$ cat src/rtl/av_sata_rate_ctrl.sv
// ---------------------------------------------------------------------------
// av_sata_rate_ctrl
//
// Changes the SATA line rate (Gen1/Gen2/Gen3) of an ArriaV transceiver
// channel. The block acts as an Avalon-MM master on the reconfiguration
// controller's management port. It streams a fixed MIF register sequence,
// polls the controller's busy bit after each start command, and holds the
// transceiver in reset for the whole operation.
//
// Ports
//   reset            in   synchronous, active-high reset
//   clk              in   reconfig_clk domain clock
//   rate_req         in   request strobe, accepted only while idle
//   rate_gen         in   requested generation (1..3, 0 is invalid)
//   rate_busy        out  request in progress
//   rate_done        out  one-cycle pulse on successful completion
//   rate_error       out  sticky error, cleared by the next accepted request
//   cur_gen          out  currently configured generation
//   xcvr_reset       out  transceiver hold-reset
//   reconfig_busy    in   busy flag from the reconfiguration core
//   mgmt_address     out  Avalon-MM address
//   mgmt_write       out  Avalon-MM write
//   mgmt_writedata   out  Avalon-MM write data
//   mgmt_read        out  Avalon-MM read
//   mgmt_readdata    in   Avalon-MM read data (bit 8 = controller busy)
//   mgmt_waitrequest in   Avalon-MM wait request
// ---------------------------------------------------------------------------
module av_sata_rate_ctrl #(
  parameter int unsigned CHANNEL    = 0,
  parameter logic [31:0] GEN1_MIF   = 32'h000,
  parameter logic [31:0] GEN2_MIF   = 32'h100,
  parameter logic [31:0] GEN3_MIF   = 32'h200,
  parameter logic [1:0]  INIT_GEN   = 2'd2,
  parameter int unsigned POLL_LIMIT = 1024,
  parameter int unsigned RESET_HOLD = 16
) (
  input  logic        reset,
  input  logic        clk,
  input  logic        rate_req,
  input  logic [1:0]  rate_gen,
  output logic        rate_busy,
  output logic        rate_done,
  output logic        rate_error,
  output logic [1:0]  cur_gen,
  output logic        xcvr_reset,
  input  logic        reconfig_busy,
  output logic [6:0]  mgmt_address,
  output logic        mgmt_write,
  output logic [31:0] mgmt_writedata,
  output logic        mgmt_read,
  input  logic [31:0] mgmt_readdata,
  input  logic        mgmt_waitrequest
);

  localparam logic [3:0] S_IDLE      = 4'd0;
  localparam logic [3:0] S_CHECK     = 4'd1;
  localparam logic [3:0] S_WAIT_FREE = 4'd2;
  localparam logic [3:0] S_WRITE     = 4'd3;
  localparam logic [3:0] S_POLL_RD   = 4'd4;
  localparam logic [3:0] S_POLL_CHK  = 4'd5;
  localparam logic [3:0] S_HOLD      = 4'd6;
  localparam logic [3:0] S_DONE      = 4'd7;
  localparam logic [3:0] S_ERROR     = 4'd8;

  // Reconfiguration controller register map (MIF streaming)
  localparam logic [6:0] A_CHANNEL = 7'h38;
  localparam logic [6:0] A_CTRL    = 7'h3A;
  localparam logic [6:0] A_OFFSET  = 7'h3B;
  localparam logic [6:0] A_DATA    = 7'h3C;

  localparam int unsigned PW = (POLL_LIMIT > 1) ? $clog2(POLL_LIMIT) : 1;
  localparam int unsigned HW = (RESET_HOLD > 1) ? $clog2(RESET_HOLD) : 1;
  localparam logic [PW-1:0] POLL_LAST = PW'(POLL_LIMIT - 1);
  localparam logic [HW-1:0] HOLD_LAST = HW'(RESET_HOLD - 1);

  logic [3:0]    state;
  logic [1:0]    gen_lat;
  logic [2:0]    step;
  logic          phase_b;
  logic          rd_busy;
  logic [PW-1:0] poll_cnt;
  logic [HW-1:0] hold_cnt;

  logic [31:0]   mif_base;
  logic [6:0]    step_addr;
  logic [31:0]   step_data;

  // Only the busy bit of the status register matters here.
  logic          readdata_unused;
  assign readdata_unused = ^{mgmt_readdata[31:9], mgmt_readdata[7:0]};

  always_comb begin
    mif_base = GEN1_MIF;
    case (gen_lat)
      2'd2:    mif_base = GEN2_MIF;
      2'd3:    mif_base = GEN3_MIF;
      default: mif_base = GEN1_MIF;
    endcase
  end

  // Register sequence: steps 0-4 load the MIF base and start streaming,
  // steps 5-7 restart from offset 1 after the first busy poll clears.
  always_comb begin
    step_addr = A_CTRL;
    step_data = '0;
    case (step)
      3'd0: begin step_addr = A_CHANNEL; step_data = 32'(CHANNEL); end
      3'd1: begin step_addr = A_CTRL;    step_data = 32'd0;        end
      3'd2: begin step_addr = A_OFFSET;  step_data = 32'd0;        end
      3'd3: begin step_addr = A_DATA;    step_data = mif_base;     end
      3'd4: begin step_addr = A_CTRL;    step_data = 32'd1;        end
      3'd5: begin step_addr = A_OFFSET;  step_data = 32'd1;        end
      3'd6: begin step_addr = A_DATA;    step_data = 32'd1;        end
      default: begin step_addr = A_CTRL; step_data = 32'd1;        end
    endcase
  end

  always_ff @(posedge clk) begin
    if (reset) begin
      state          <= S_IDLE;
      gen_lat        <= '0;
      step           <= '0;
      phase_b        <= 1'b0;
      rd_busy        <= 1'b0;
      poll_cnt       <= '0;
      hold_cnt       <= '0;
      rate_busy      <= 1'b0;
      rate_done      <= 1'b0;
      rate_error     <= 1'b0;
      cur_gen        <= INIT_GEN;
      xcvr_reset     <= 1'b0;
      mgmt_address   <= '0;
      mgmt_write     <= 1'b0;
      mgmt_writedata <= '0;
      mgmt_read      <= 1'b0;
    end else begin
      rate_done <= 1'b0;
      case (state)
        S_IDLE: begin
          if (rate_req) begin
            gen_lat    <= rate_gen;
            rate_error <= 1'b0;
            rate_busy  <= 1'b1;
            state      <= S_CHECK;
          end
        end

        S_CHECK: begin
          if (gen_lat == 2'd0) begin
            state <= S_ERROR;
          end else if (gen_lat == cur_gen) begin
            state <= S_DONE;
          end else begin
            xcvr_reset <= 1'b1;
            state      <= S_WAIT_FREE;
          end
        end

        S_WAIT_FREE: begin
          if (!reconfig_busy) begin
            step     <= 3'd0;
            phase_b  <= 1'b0;
            poll_cnt <= '0;
            state    <= S_WRITE;
          end
        end

        // Command is raised on one edge and dropped on its completing edge,
        // so the next step's command always follows at least one idle cycle.
        S_WRITE: begin
          if (!mgmt_write) begin
            mgmt_write     <= 1'b1;
            mgmt_address   <= step_addr;
            mgmt_writedata <= step_data;
          end else if (!mgmt_waitrequest) begin
            mgmt_write <= 1'b0;
            step       <= step + 3'd1;
            if (step == 3'd4) begin
              phase_b  <= 1'b0;
              poll_cnt <= '0;
              state    <= S_POLL_RD;
            end else if (step == 3'd7) begin
              phase_b  <= 1'b1;
              poll_cnt <= '0;
              state    <= S_POLL_RD;
            end
          end
        end

        S_POLL_RD: begin
          if (!mgmt_read) begin
            mgmt_read    <= 1'b1;
            mgmt_address <= A_CTRL;
          end else if (!mgmt_waitrequest) begin
            mgmt_read <= 1'b0;
            rd_busy   <= mgmt_readdata[8];
            state     <= S_POLL_CHK;
          end
        end

        // This state doubles as the idle cycle between consecutive reads.
        S_POLL_CHK: begin
          if (rd_busy) begin
            if (poll_cnt == POLL_LAST) begin
              state <= S_ERROR;
            end else begin
              poll_cnt <= poll_cnt + PW'(1);
              state    <= S_POLL_RD;
            end
          end else if (phase_b) begin
            hold_cnt <= '0;
            state    <= S_HOLD;
          end else begin
            state <= S_WRITE;
          end
        end

        S_HOLD: begin
          if (hold_cnt == HOLD_LAST) begin
            state <= S_DONE;
          end else begin
            hold_cnt <= hold_cnt + HW'(1);
          end
        end

        S_DONE: begin
          xcvr_reset <= 1'b0;
          cur_gen    <= gen_lat;
          rate_done  <= 1'b1;
          rate_busy  <= 1'b0;
          state      <= S_IDLE;
        end

        S_ERROR: begin
          xcvr_reset <= 1'b0;
          rate_error <= 1'b1;
          rate_busy  <= 1'b0;
          state      <= S_IDLE;
        end

        default: state <= S_IDLE;
      endcase
    end
  end

endmodule

$ cat config.mk
export PLATFORM = sky130hd
export DESIGN_NAME = av_sata_rate_ctrl
export DESIGN_NICKNAME = d
export VERILOG_FILES = /design/src/rtl/av_sata_rate_ctrl.sv
export SDC_FILE = /design/constraint.sdc
export NUM_CORES = 1
export LEC_CHECK = 0
export BUFFER_PORTS_ARGS = -buffer_cell sky130_fd_sc_hd__buf_2
export CAP_MARGIN = 40
export CORE_UTILIZATION = 35
export DETAILED_ROUTE_END_ITERATION = 8
export GPL_TIMING_DRIVEN = 1
export SYNTH_ARGS = -nofsm -noshare
export SYNTH_HDL_FRONTEND = slang
export SYNTH_SLANG_ARGS = --single-unit
$ cat constraint.sdc
create_clock -name clk -period 5.1 [get_ports clk]
set_clock_uncertainty 0.05 [all_clocks]
set_input_delay 0 -clock clk [delete_from_list [all_inputs] [get_ports clk]]
set_output_delay 0 -clock clk [all_outputs]
set_load 0.01 [all_outputs]
Yosys cells after proc, flatten, opt, wreduce, memory -nomap -nowiden
Cells that the tools add are included.

Add/sub/neg operators: 3. Equality and inequality tests: 37. Mux-type cells: 54. Bitwise operators: 2. Reductions and logical operators: 26.

Operators by type and width (count): 10-bit 2-to-1 mux (7); 32-bit case mux with 2 select lines (1); 4-bit 2-to-1 mux (15); 2-bit inequality test, second input constant (16); 10-bit case mux with 3 select lines (1); 4-bit case mux with 7 select lines (1); 10-bit case mux with 2 select lines (1); 4-bit by 3-bit equality test with 1-bit output, second input constant (4); 3-bit 2-to-1 mux (5); 7-bit 2-to-1 mux (2); 7-bit case mux with 2 select lines (1); 1-bit 2-to-1 mux (13); 3-bit equality test, second input constant (4); 2-bit nonzero test (6); 10-bit by 1-bit adder with 10-bit output, second input constant (1); 10-bit equality test, second input constant (1); 3-bit case mux with 3 select lines (1); 3-bit AND reduction (3); 4-bit by 2-bit equality test with 1-bit output, second input constant (2); 4-bit equality test, second input constant (2); 1-bit case mux with 2 select lines (4); 4-bit case mux with 2 select lines (1); 2-bit AND reduction (4); 4-bit AND reduction (2); other kinds (19) (24).

Bits in registers: 72. Bits of input ports: 39. Output and inout port bits: 47. Word-level logic and storage cells: 138.

Depth between registers and ports, before layout
Gate-level depths: netlist of the first run.

Depth in word-level cells: 6. Depth in mapped cells: 8. Gate-level depth less buffers: 7.

Least setup slack after synthesis of the first run
No wires, ideal clock.

Kind: reg2reg. From: register step[0]. To: register poll_cnt[3]. Setup time: 0.070 ns. Arrival: 1.701 ns. Required time: 4.980 ns. Setup slack: 3.279 ns. Stages on the path, launching flop included: 8. Buffers on the path: 1. Clock period less this slack: 1.821 ns. Cells stage by stage: dfxtp_1 ha_1 ha_1 a211o_1 nand4b_2 buf_6 or4_1 a21oi_1.

Word-level cells in the longest chain between the ends: 5. Elaborated cells on any way between the ends: 8. Those cells by class: 3 x eq/ne; 4 x mux; 1 x reduce/logical.

RTL lines: start: declaration (RTL line 78) `logic [2:0] step;`; start signal: assignment (RTL line 177) `step <= step + 3'd1;`; 3-bit equality test (RTL line 178) `if (step == 3'd4) begin`; 10-bit 2-to-1 mux (RTL line 178); 10-bit 2-to-1 mux (RTL line 175) `end else if (!mgmt_waitrequest) begin`; 10-bit 2-to-1 mux (RTL line 171) `if (!mgmt_write) begin`; 10-bit case mux with 3 select lines (RTL line 138) `case (state)`; end signal: assignment (RTL line 207) `poll_cnt <= poll_cnt + PW'(1);`; end: declaration (RTL line 81) `logic [PW-1:0] poll_cnt;`.

Several ways; a longest one is shown, not always the timed one. The select of a mux whose other input is x is not followed. A chain may end at the register's enable or synchronous reset.

Worst setup path after layout of the first run
From: register state[2]. To: register poll_cnt[9].

Word-level cells in the longest chain between the ends: 3. Elaborated cells on any way between the ends: 12. Those cells by class: 9 x eq/ne; 1 x mux; 2 x reduce/logical.

RTL lines: start: declaration (RTL line 76) `logic [3:0] state;`; start signal: assignment (RTL line 120) `state <= S_IDLE;`; start signal: assignment (RTL line 144) `state <= S_CHECK;`; start signal: assignment (RTL line 150) `state <= S_ERROR;`; 4-bit by 2-bit equality test with 1-bit output or 4-bit by 3-bit equality test with 1-bit output (tied branches) (RTL line 138); 3-bit inequality test (no line), or another cell as far along; 7-bit AND reduction (no line).

Several ways; a longest one is shown, not always the timed one.

==> results.md, run 1 <==
- Status: completed
- Layout Nets: 367
- I/O pins: 86
- CTS max path bufs: 2
- Met1 WL: 2360 um
- Met2 routed WL: 2250 um
- CTS HTree Levels: 2
- Slew Viols, Final: 0
- Clk slew on worst S/H paths: 0.07 ns
- Synth area leaders: dfxtp_1 33%, buf_4 10%, a21oi_1 6.4%, nor2_1 5.3%, ha_1 4.1%
- CTS tree: done
- Vias: slightly above 2000
- Seq/Total Area, Yosys: 0.330
- Die ar.: between 7000 and 8000 um^2
- WP data arrival: 2.62 ns
- WL final: 4820 um
- Actual slew at the worst max-slew pin: 0.775 ns
- FF-to-FF End: poll_cnt[9]$_SDFFE_PP0P_
- ANT cells: 0
- Fin util: 0.382
- Worst reg2reg startpoint: state[2]$_SDFFE_PP0P_
- Cell Pwr Density: 315 nW/um^2
- Worst reg-to-reg setup slack: 2.65 ns
- Post-synth EDFFs: 0
- Starting density of the core: 0.360
- Max VDD drop: 0.168 mV
- Worst Hold Class: input port to flip-flop
- Worst Hold Depth: 3
- I/O Buffers: 24
- Leak pwr: between 1 and 1.5 nW
- Clock Sinks: 40
- Rel. slew slack: 0.479
- Non-Filler Cell Area, Final: between 2000 and 3000 um^2
- Setup WS post-layout: 2.65 ns
- GP Congestion: 0.800
- Synth Cell Area: 2430 um^2
- GRT Util Overall: 0.140
- DRT iter0 DRCs: a little under 70
- Grt ovf: 0
- Total setup buffers inserted after CTS: 0
- Core Box Area: 6760 um^2
- First-pass GRT wire length: 8290 um
- Vias in the first global route: between 1500 and 2000
- Critical path launch point type: flip-flop
- Peak fanout along the critical path: 20
- DR DRC count: 0
- Highest routed layer: met4
- Area after DPL: 2450 um^2
- WS Path Type: flip-flop to flip-flop
- Hold Path Sink: mgmt_write$_SDFFE_PP0P_
- Hold_sp: mgmt_waitrequest
- Post-Place Worst Slack: 2.65 ns
- Yosys top cell area share: 0.330
- Ys async rst share: 0
- #FFs+latches synth: 40
- Clock Latency Late Sink: 0.29 ns
- RSZ-0062 raised after global routing: no
- Share of layout cells above drive strength 1: 0.115
- Final Setup Violations: 0
- Total Neg Setup Slack: 0 ns
- Post-Syn Instances: between 300 and 400
- Post-detailed-route count of antenna-violating nets: 0
- Vias/cell: 5.03
- Most frequent cells in the layout: 40 x dfxtp_1, 34 x nor2_1, 31 x a21oi_1
- Die W: approximately 85 um
- Dpl hpwl: between 3000 and 4000 um
- Worst setup EP type: flip-flop
- Num CTS Buffers: 5
- Commonest non-fill, non-tap cell in the layout: dfxtp_1
- Final min period: 2.45 ns
- Tcrit/Tclk final: 0.480
- Max Cap Viol: 0
- # rows: 30
- Yosys warning count: 0
- Hold_ws: ~0.012 ns
- Synth cell types: 54
- Synth area leader: dfxtp_1
- Largest net degree at the start of global routing: 33
- DR WL/cell: between 10 and 15 um
- Average size of a mapped cell: 7.99 um^2
- Die Y: 85.3 um
- Root Driver: clkbuf_8
- Wire length on met3: 168 um
- # fillers: 707
- DRT Pass-1 Iters: 4
- Antenna violations before repair: 0
- Worst R2R Path Depth: 5
- Fmax: a little over 0.4 GHz
- Fin. Hold Viols: 0
- Predominant post-synthesis flop cell: dfxtp_1
- Area grow syn2layout: 6.23%
- Worst EP required: 5.27 ns
## worst max-delay path: stages (launching register included)
cell       delay (ns)
dfxtp_1          0.65
nand4bb_2        0.33
a211o_1          0.18
nand4b_2         0.39
or4_1            0.63
a21oi_1          0.15
## worst max-delay path by stage
| stage | depth (start not counted) | slack, ns | start | to |
|---|---|---|---|---|
| floorplan | 7 | 3.28 | step[0]$_SDFFE_PP0P_ | poll_cnt[3]$_SDFFE_PP0P_ |
| global placement | 5 | 2.70 | state[2]$_SDFFE_PP0P_ | poll_cnt[9]$_SDFFE_PP0P_ |
| detailed placement | 5 | 2.65 | state[2]$_SDFFE_PP0P_ | poll_cnt[7]$_SDFFE_PP0P_ |
| CTS | 5 | 2.64 | state[2]$_SDFFE_PP0P_ | poll_cnt[7]$_SDFFE_PP0P_ |
| global route | 6 | 2.43 | state[0]$_SDFFE_PP0P_ | poll_cnt[9]$_SDFFE_PP0P_ |
| finish | 5 | 2.65 | state[2]$_SDFFE_PP0P_ | poll_cnt[9]$_SDFFE_PP0P_ |
## report_power, final
part,total [W],internal [W],switching [W]
Combinational,0.000209,0.0000848,0.000124
Sequential,0.000387,0.000335,0.0000526
Clock,0.000217,0.000110,0.000106
Total,0.000813,0.000530,0.000283
## state kept, by name (all words and copies together), names as in the netlist
signal,cells
cur_gen,2
gen_lat,2
hold_cnt,4
mgmt_address,4
mgmt_read,1
mgmt_write,1
mgmt_writedata,3
phase_b,1
poll_cnt,10
rate_busy,1
rate_done,1
rate_error,1
rd_busy,1
state,4
step,3
xcvr_reset,1
## cells by family after synthesis
| family | share of synthesized area |
|---|---|
| buffers and inverters | 0.151 |
| adder cells (fa/ha/maj) | 0.0412 |
| multiplexers | 0.0330 |
| XOR/XNOR | 0.0108 |
| flip-flops | 0.330 |
| other | 0.00154 |
| AO/OA/AOI/OAI | 0.175 |
| AND/OR/NAND/NOR | 0.258 |
## synthesized netlist by cell type (3+ instances only)
library cell	count
o31ai_1	8
nand2_1	19
or3_1	5
a21oi_1	31
or3b_1	3
mux2i_1	8
nor2_1	34
dfxtp_1	40
nand2b_1	5
nor2b_1	4
ha_1	8
buf_4	33
nor3_1	10
clkbuf_1	8
o21ai_0	9
inv_1	12
nand3_1	8
buf_2	5
or4_1	7
## layout make-up
type | count | area, um^2 | share of cell area
Multi-Input combinational cell | 232 | 1380 | 0.534
Sequential cell | 40 | 801 | 0.310
Timing Repair Buffer | 29 | 168 | 0.0650
Tap cell | 80 | 100 | 0.0388
Clock buffer | 8 | 90.1 | 0.0349
Inverter | 12 | 45.0 | 0.0175
## metrics by stage
stage          cells  power [W]
2_1_floorplan    333   0.000578
3_3_place_gp     389   0.000599
3_5_place_dp     389   0.000602
4_1_cts          401   0.000823
5_1_grt          401   0.000875
6_report         401   0.000813
## per-layer routing
layer,GRT usage,up-vias
met5,0,-
met4,0.0409,0
met3,0.0331,5
met2,0.236,43
met1,0.179,931
li1,-,1037
## repair_timing
action	CTS	global route
hold buffers	4	0
hold endpoints to repair	4	0
resized for setup	0	0
(Power assumes the default switching activity.)
==> run 2: changes to the inputs <==
==> constraint.sdc (replaced) <==
create_clock -name clk -period 2 [get_ports clk]
set_clock_uncertainty 0.05 [all_clocks]
set_input_delay 0 -clock clk [delete_from_list [all_inputs] [get_ports clk]]
set_output_delay 0 -clock clk [all_outputs]
set_load 0.01 [all_outputs]
==> run 2 against run 1 <==
Register-to-register slack worse by 2.6 ns. Cell count increased by 4.7%. Maximum frequency rose by 28%. Routed wire length increased by 5.4%. Clock power rose to 3.4 times the previous value. Power grew to 3.0 times the previous value. Sequential power grew 140%. Global-route usage is essentially flat. Combinational power grew to 3.6 times the previous value. Core utilization grew 3.1 points. Critical path type unchanged. Critical endpoint is now poll_cnt[7]$_SDFFE_PP0P_. Largest power group unchanged.
==> results.md, run 2 (same netlist as run 1, synthesis figures left out) <==
- Setup crit start: step[0]$_SDFFE_PP0P_
- Worst reg2reg startpoint: step[0]$_SDFFE_PP0P_
- Tcrit/Tclk final: 0.958
- Clk slew on worst S/H paths: 0.08 ns
- Core Box Area: ~6800 um^2
- Cell Pwr Density: between 800 and 900 nW/um^2
- WP data arrival: 2.09 ns
- Reg with most FFs: poll_cnt
- Die ar.: 7280 um^2
- Status: completed
- Worst setup EP type: flip-flop
- Clock Sinks: 40
- CTS max path bufs: 2
- Max Cap Viol: 0
- Worst Hold Class: input port to flip-flop
- Vias in the first global route: roughly 1800
- GP Congestion: about 0.77
- DRT Pass-1 Iters: 4
- DR DRC count: 0
- Dpl hpwl: 3590 um
- Actual slew at the worst max-slew pin: ~0.6 ns
- DR WL/cell: between 10 and 15 um
- Layout Nets: 386
- Post-detailed-route count of antenna-violating nets: 0
- Max FFs per register: 10
- Worst EP required: ~2.2 ns
- Hold_sp: mgmt_waitrequest
- I/O Buffers: 24
- I/O pins: 86
- Starting density of the core: 0.360
- Die Y: 85.3 um
- Leak pwr: 1.12 nW
- Commonest non-fill, non-tap cell in the layout: dfxtp_1
- Final min period: 1.92 ns
- Most frequent cells in the layout: 38 x dfxtp_1, 34 x nor2_1, 30 x a21oi_1, 30 x conb_1, 24 x buf_2
- Num CTS Buffers: 5
- First-pass GRT wire length: 8220 um
- Vias: about 2100
- Max VDD drop: 0.427 mV
- Total Neg Setup Slack: 0 ns
- # rows: 30
- Final Setup Violations: 0
- CTS tree: done
- Hold_ws: 0.00588 ns
- Root Driver: clkbuf_8
- WL final: 5080 um
- Antenna violations before repair: 0
- WS Path Type: flip-flop to flip-flop
- Vias/cell: 4.97
- Fin. Hold Viols: 0
- CTS HTree Levels: 2
- Slew Viols, Final: 0
- RSZ-0062 raised after global routing: yes
- Share of layout cells above drive strength 1: 0.188
- Die W: between 80 and 90 um
- Area grow syn2layout: 14.8%
- Grt ovf: 0
- Clock Latency Late Sink: 0.29 ns
- ANT cells: 0
- Critical path launch point type: flip-flop
- DRT iter0 DRCs: 42
- Peak fanout along the critical path: 20
- Largest net degree at the start of global routing: 33
- Fmax: 0.522 GHz
- GRT Util Overall: 0.140
- Rel. slew slack: 0.608
[run 2: report_power, final]
group / total [W] / switching, W / internal (W)
clock network: 0.000741 / 0.000300 / 0.000441
registers: 0.000921 / 0.0000686 / 0.000852
logic: 0.000743 / 0.000417 / 0.000326
total: 0.00240 / 0.000786 / 0.00162
[run 2: through the flow]
step	cell area, um^2	utilization	std cells	worst slack, ns	power [W]
after floorplan	2540	-	333	0.179	0.00147
after global placement	2600	0.385	407	0.0647	0.00166
final	2790	0.413	420	0.0832	0.00240
after CTS	2770	0.409	419	0.0124	0.00242
after detailed placement	2600	0.385	407	0.0498	0.00167
after global routing	2790	0.413	420	-0.00723	0.00254
[run 2: worst max-delay path: stages (launching register included)]
cell and delay, ns:
dfxtp_4 0.37, ha_2 0.19, ha_1 0.14, a211o_1 0.13
nand4b_2 0.14, buf_12 0.18, or4_4 0.51, a21oi_2 0.14
[run 2: routing by layer]
layer	GRT usage	wire, um	vias up
li1	-	-	1080
met1	0.180	2520	954
met2	0.234	2340	50
met3	0.0321	179	4
met4	0.0455	46	0
met5	0	0	-
[run 2: area by class of cell]
cell class                 instances  area [um^2]
multi-input combinational        232         1390
clock inverter                     1         30.0
inverter                          12         45.0
clock buffer                       7         96.3
tap                               80          100
timing repair buffer              48          323
fill                             703         3970
sequential                        40          806
[run 2: final timing paths]
path,to,slack (ns),depth (start not counted)
worst max register to register,poll_cnt[7]$_SDFFE_PP0P_,0.08,7
worst min register to register,poll_cnt[9]$_SDFFE_PP0P_,0.44,2
worst max-delay path,poll_cnt[7]$_SDFFE_PP0P_,0.08,7
worst min-delay path,mgmt_write$_SDFFE_PP0P_,0.006,3
[run 2: timing repair]
item                       4_1_cts  5_1_grt
hold endpoints to repair         4        0
setup endpoints to repair        0        9
resized for setup                0        8
hold buffers                     4        0
setup buffers                    0        1
==> run 3: changes to the inputs <==
--- a/config.mk
+++ b/config.mk
@@ -7,9 +7,12 @@
 export LEC_CHECK = 0
 export BUFFER_PORTS_ARGS = -buffer_cell sky130_fd_sc_hd__buf_2
 export CAP_MARGIN = 40
-export CORE_UTILIZATION = 35
+export CORE_ASPECT_RATIO = 0.8
+export CORE_UTILIZATION = 45
+export CTS_CLUSTER_SIZE = 40
 export DETAILED_ROUTE_END_ITERATION = 8
 export GPL_TIMING_DRIVEN = 1
+export PLACE_DENSITY = 0.76
 export SYNTH_ARGS = -nofsm -noshare
 export SYNTH_HDL_FRONTEND = slang
 export SYNTH_SLANG_ARGS = --single-unit
==> run 3 against run 2 <==
The run now ends with design-rule violations left. Die area decreased by 22%. First-iteration DRC count rose to 5.7 times the previous value. Combinational power is 2% higher. Non-clock buffer count increased by 1. Critical endpoint is now poll_cnt[9]$_SDFFE_PP0P_.
==> results.md, run 3 (same netlist as run 1, synthesis figures left out) <==
- Reg with most FFs: poll_cnt
- Peak fanout along the critical path: 5
- Vias/cell: 5.41
- Met1 usage: 0.244
- Worst setup EP type: flip-flop
- Max Cap Viol: 0
- Dpl hpwl: approximately 3700 um
- Area of the multi-input gates: 1430 um^2
- Most frequent cells in the layout: 36 x dfxtp_1, 34 x nor2_1, 30 x conb_1
- Commonest non-fill, non-tap cell in the layout: dfxtp_1
- Setup WS post-layout: 0.0605 ns
- # rows: 23
- Starting density of the core: 0.477
- Vias in the first global route: 1804
- Worst EP required: 2.18 ns
- CTS HTree Levels: 2
- Status: complete, but fails checks
- Met3 Resource Use GR: 0.0379
- Final min period: approximately 1.9 ns
- CP max stage delay: 0.50 ns
- Die Y: 67.7 um
- DRT Pass-1 Iters: 8
- Worst Hold Class: input port to flip-flop
- Crit-path cells: and2b_1 > a32o_2 > nand4b_4 > clkbuf_16 > or4_1 > a21oi_1
- First-pass GRT wire length: 8380 um
- Num CTS Buffers: 5
- GRT Util Overall: 0.188
- Core Box Area: 5090 um^2
- DRT iter0 DRCs: 240
- Share of layout cells above drive strength 1: 0.208
- Layout Nets: 387
- Slowest CP cell: or4_1
- Slew Viols, Final: 0
- CTS tree: done
- Clock Latency Late Sink: 0.29 ns
- ANT cells: 0
- GP Congestion: 0.821
- Grt ovf: 0
- Tcrit/Tclk final: 0.970
- Fmax: 0.516 GHz
- Area grow syn2layout: 16.9%
- Max FFs per register: 10
- Clk slew on worst S/H paths: 0.09 ns
- WP data arrival: roughly 2.1 ns
- Die ar.: 5700 um^2
- Final Setup Violations: 0
- Critical path launch point type: flip-flop
- # fillers: 478
- Post-Place Worst Slack: 0.0253 ns
- Max VDD drop: 0.629 mV
- CTS max path bufs: 2
- Post-detailed-route count of antenna-violating nets: 0
- I/O Buffers: 24
- WS Path Type: flip-flop to flip-flop
- Die W: 84.2 um
- Failing checks: design-rule violations
- Antenna violations before repair: 0
- GR Util met2: 0.307
- I/O pins: 86
- FF/Latch Area: 808 um^2
- Rel. slew slack: 0.612
- Actual slew at the worst max-slew pin: 0.581 ns
- Busiest layer in global routing: met2
- Total Neg Setup Slack: 0 ns
- DR DRC count: 6
- Fin. Hold Viols: 0
- DR WL/cell: about 13 um
- Vias: 2180
- Largest net degree at the start of global routing: 33
- Root Driver: clkbuf_8
- WL final: between 5000 and 6000 um
- Clock Sinks: 40
- Cell Pwr Density: 828 nW/um^2
- Leak pwr: ~1.1 nW
## run 3: worst paths after layout
path | startpoint | to | slack [ns] | depth (start not counted)
max | state[1]$_SDFFE_PP0P_ | poll_cnt[9]$_SDFFE_PP0P_ | 0.06 | 6
min | reset | hold_cnt[1]$_SDFFE_PP0P_ | 0.13 | 2
max reg2reg | state[1]$_SDFFE_PP0P_ | poll_cnt[9]$_SDFFE_PP0P_ | 0.06 | 6
min reg2reg | xcvr_reset$_SDFFE_PP0P_ | xcvr_reset$_SDFFE_PP0P_ | 0.43 | 1
## run 3: worst max-delay path, delay by kind of cell, from the launching register on
family	cells	cell delay, ns
AO/OA/AOI/OAI	2	0.36
AND/OR/NAND/NOR	3	0.92
buffers and inverters	1	0.20
flip-flops	1	0.36
## run 3: routing by layer
| layer | part of all wire | vias up |
|---|---|---|
| li1 | - | 1081 |
| met1 | 0.47 | 1017 |
| met2 | 0.46 | 73 |
| met3 | 0.048 | 9 |
| met4 | 0.020 | 0 |
| met5 | 0 | - |
## run 3: area by class of cell
cell class / count / share of cell area
Tap cell: 62 / 0.0273
Clock buffer: 6 / 0.0256
Multi-Input combinational cell: 232 / 0.505
Sequential cell: 40 / 0.285
Timing Repair Buffer: 49 / 0.130
Inverter: 12 / 0.0159
Clock inverter: 2 / 0.0123
## run 3: timing repair
item | in CTS | in global routing
endpoints found under the hold margin | 5 | 0
hold buffers | 5 | 0
gates resized for setup | 0 | 18
buffers inserted | 0 | 1
endpoints found under the setup margin | 0 | 11
## run 3: stage by stage
| stage | instances | util | hold slack [ns] | cell area (um^2) | total power, W |
|---|---|---|---|---|---|
| floorplan | 333 | - | 0.0860 | 2540 | 0.00147 |
| global placement | 387 | 0.503 | 0.195 | 2560 | 0.00158 |
| detailed placement | 387 | 0.503 | 0.207 | 2560 | 0.00160 |
| CTS | 400 | 0.534 | 0.129 | 2720 | 0.00227 |
| global route | 403 | 0.558 | 0.153 | 2840 | 0.00248 |
| finish | 403 | 0.558 | 0.132 | 2840 | 0.00235 |
## run 3: power breakdown
group	switching [W]	internal, W
sequential	0.0000768	0.000855
combinational	0.000436	0.000322
clock	0.000291	0.000371
total	0.000803	0.00155
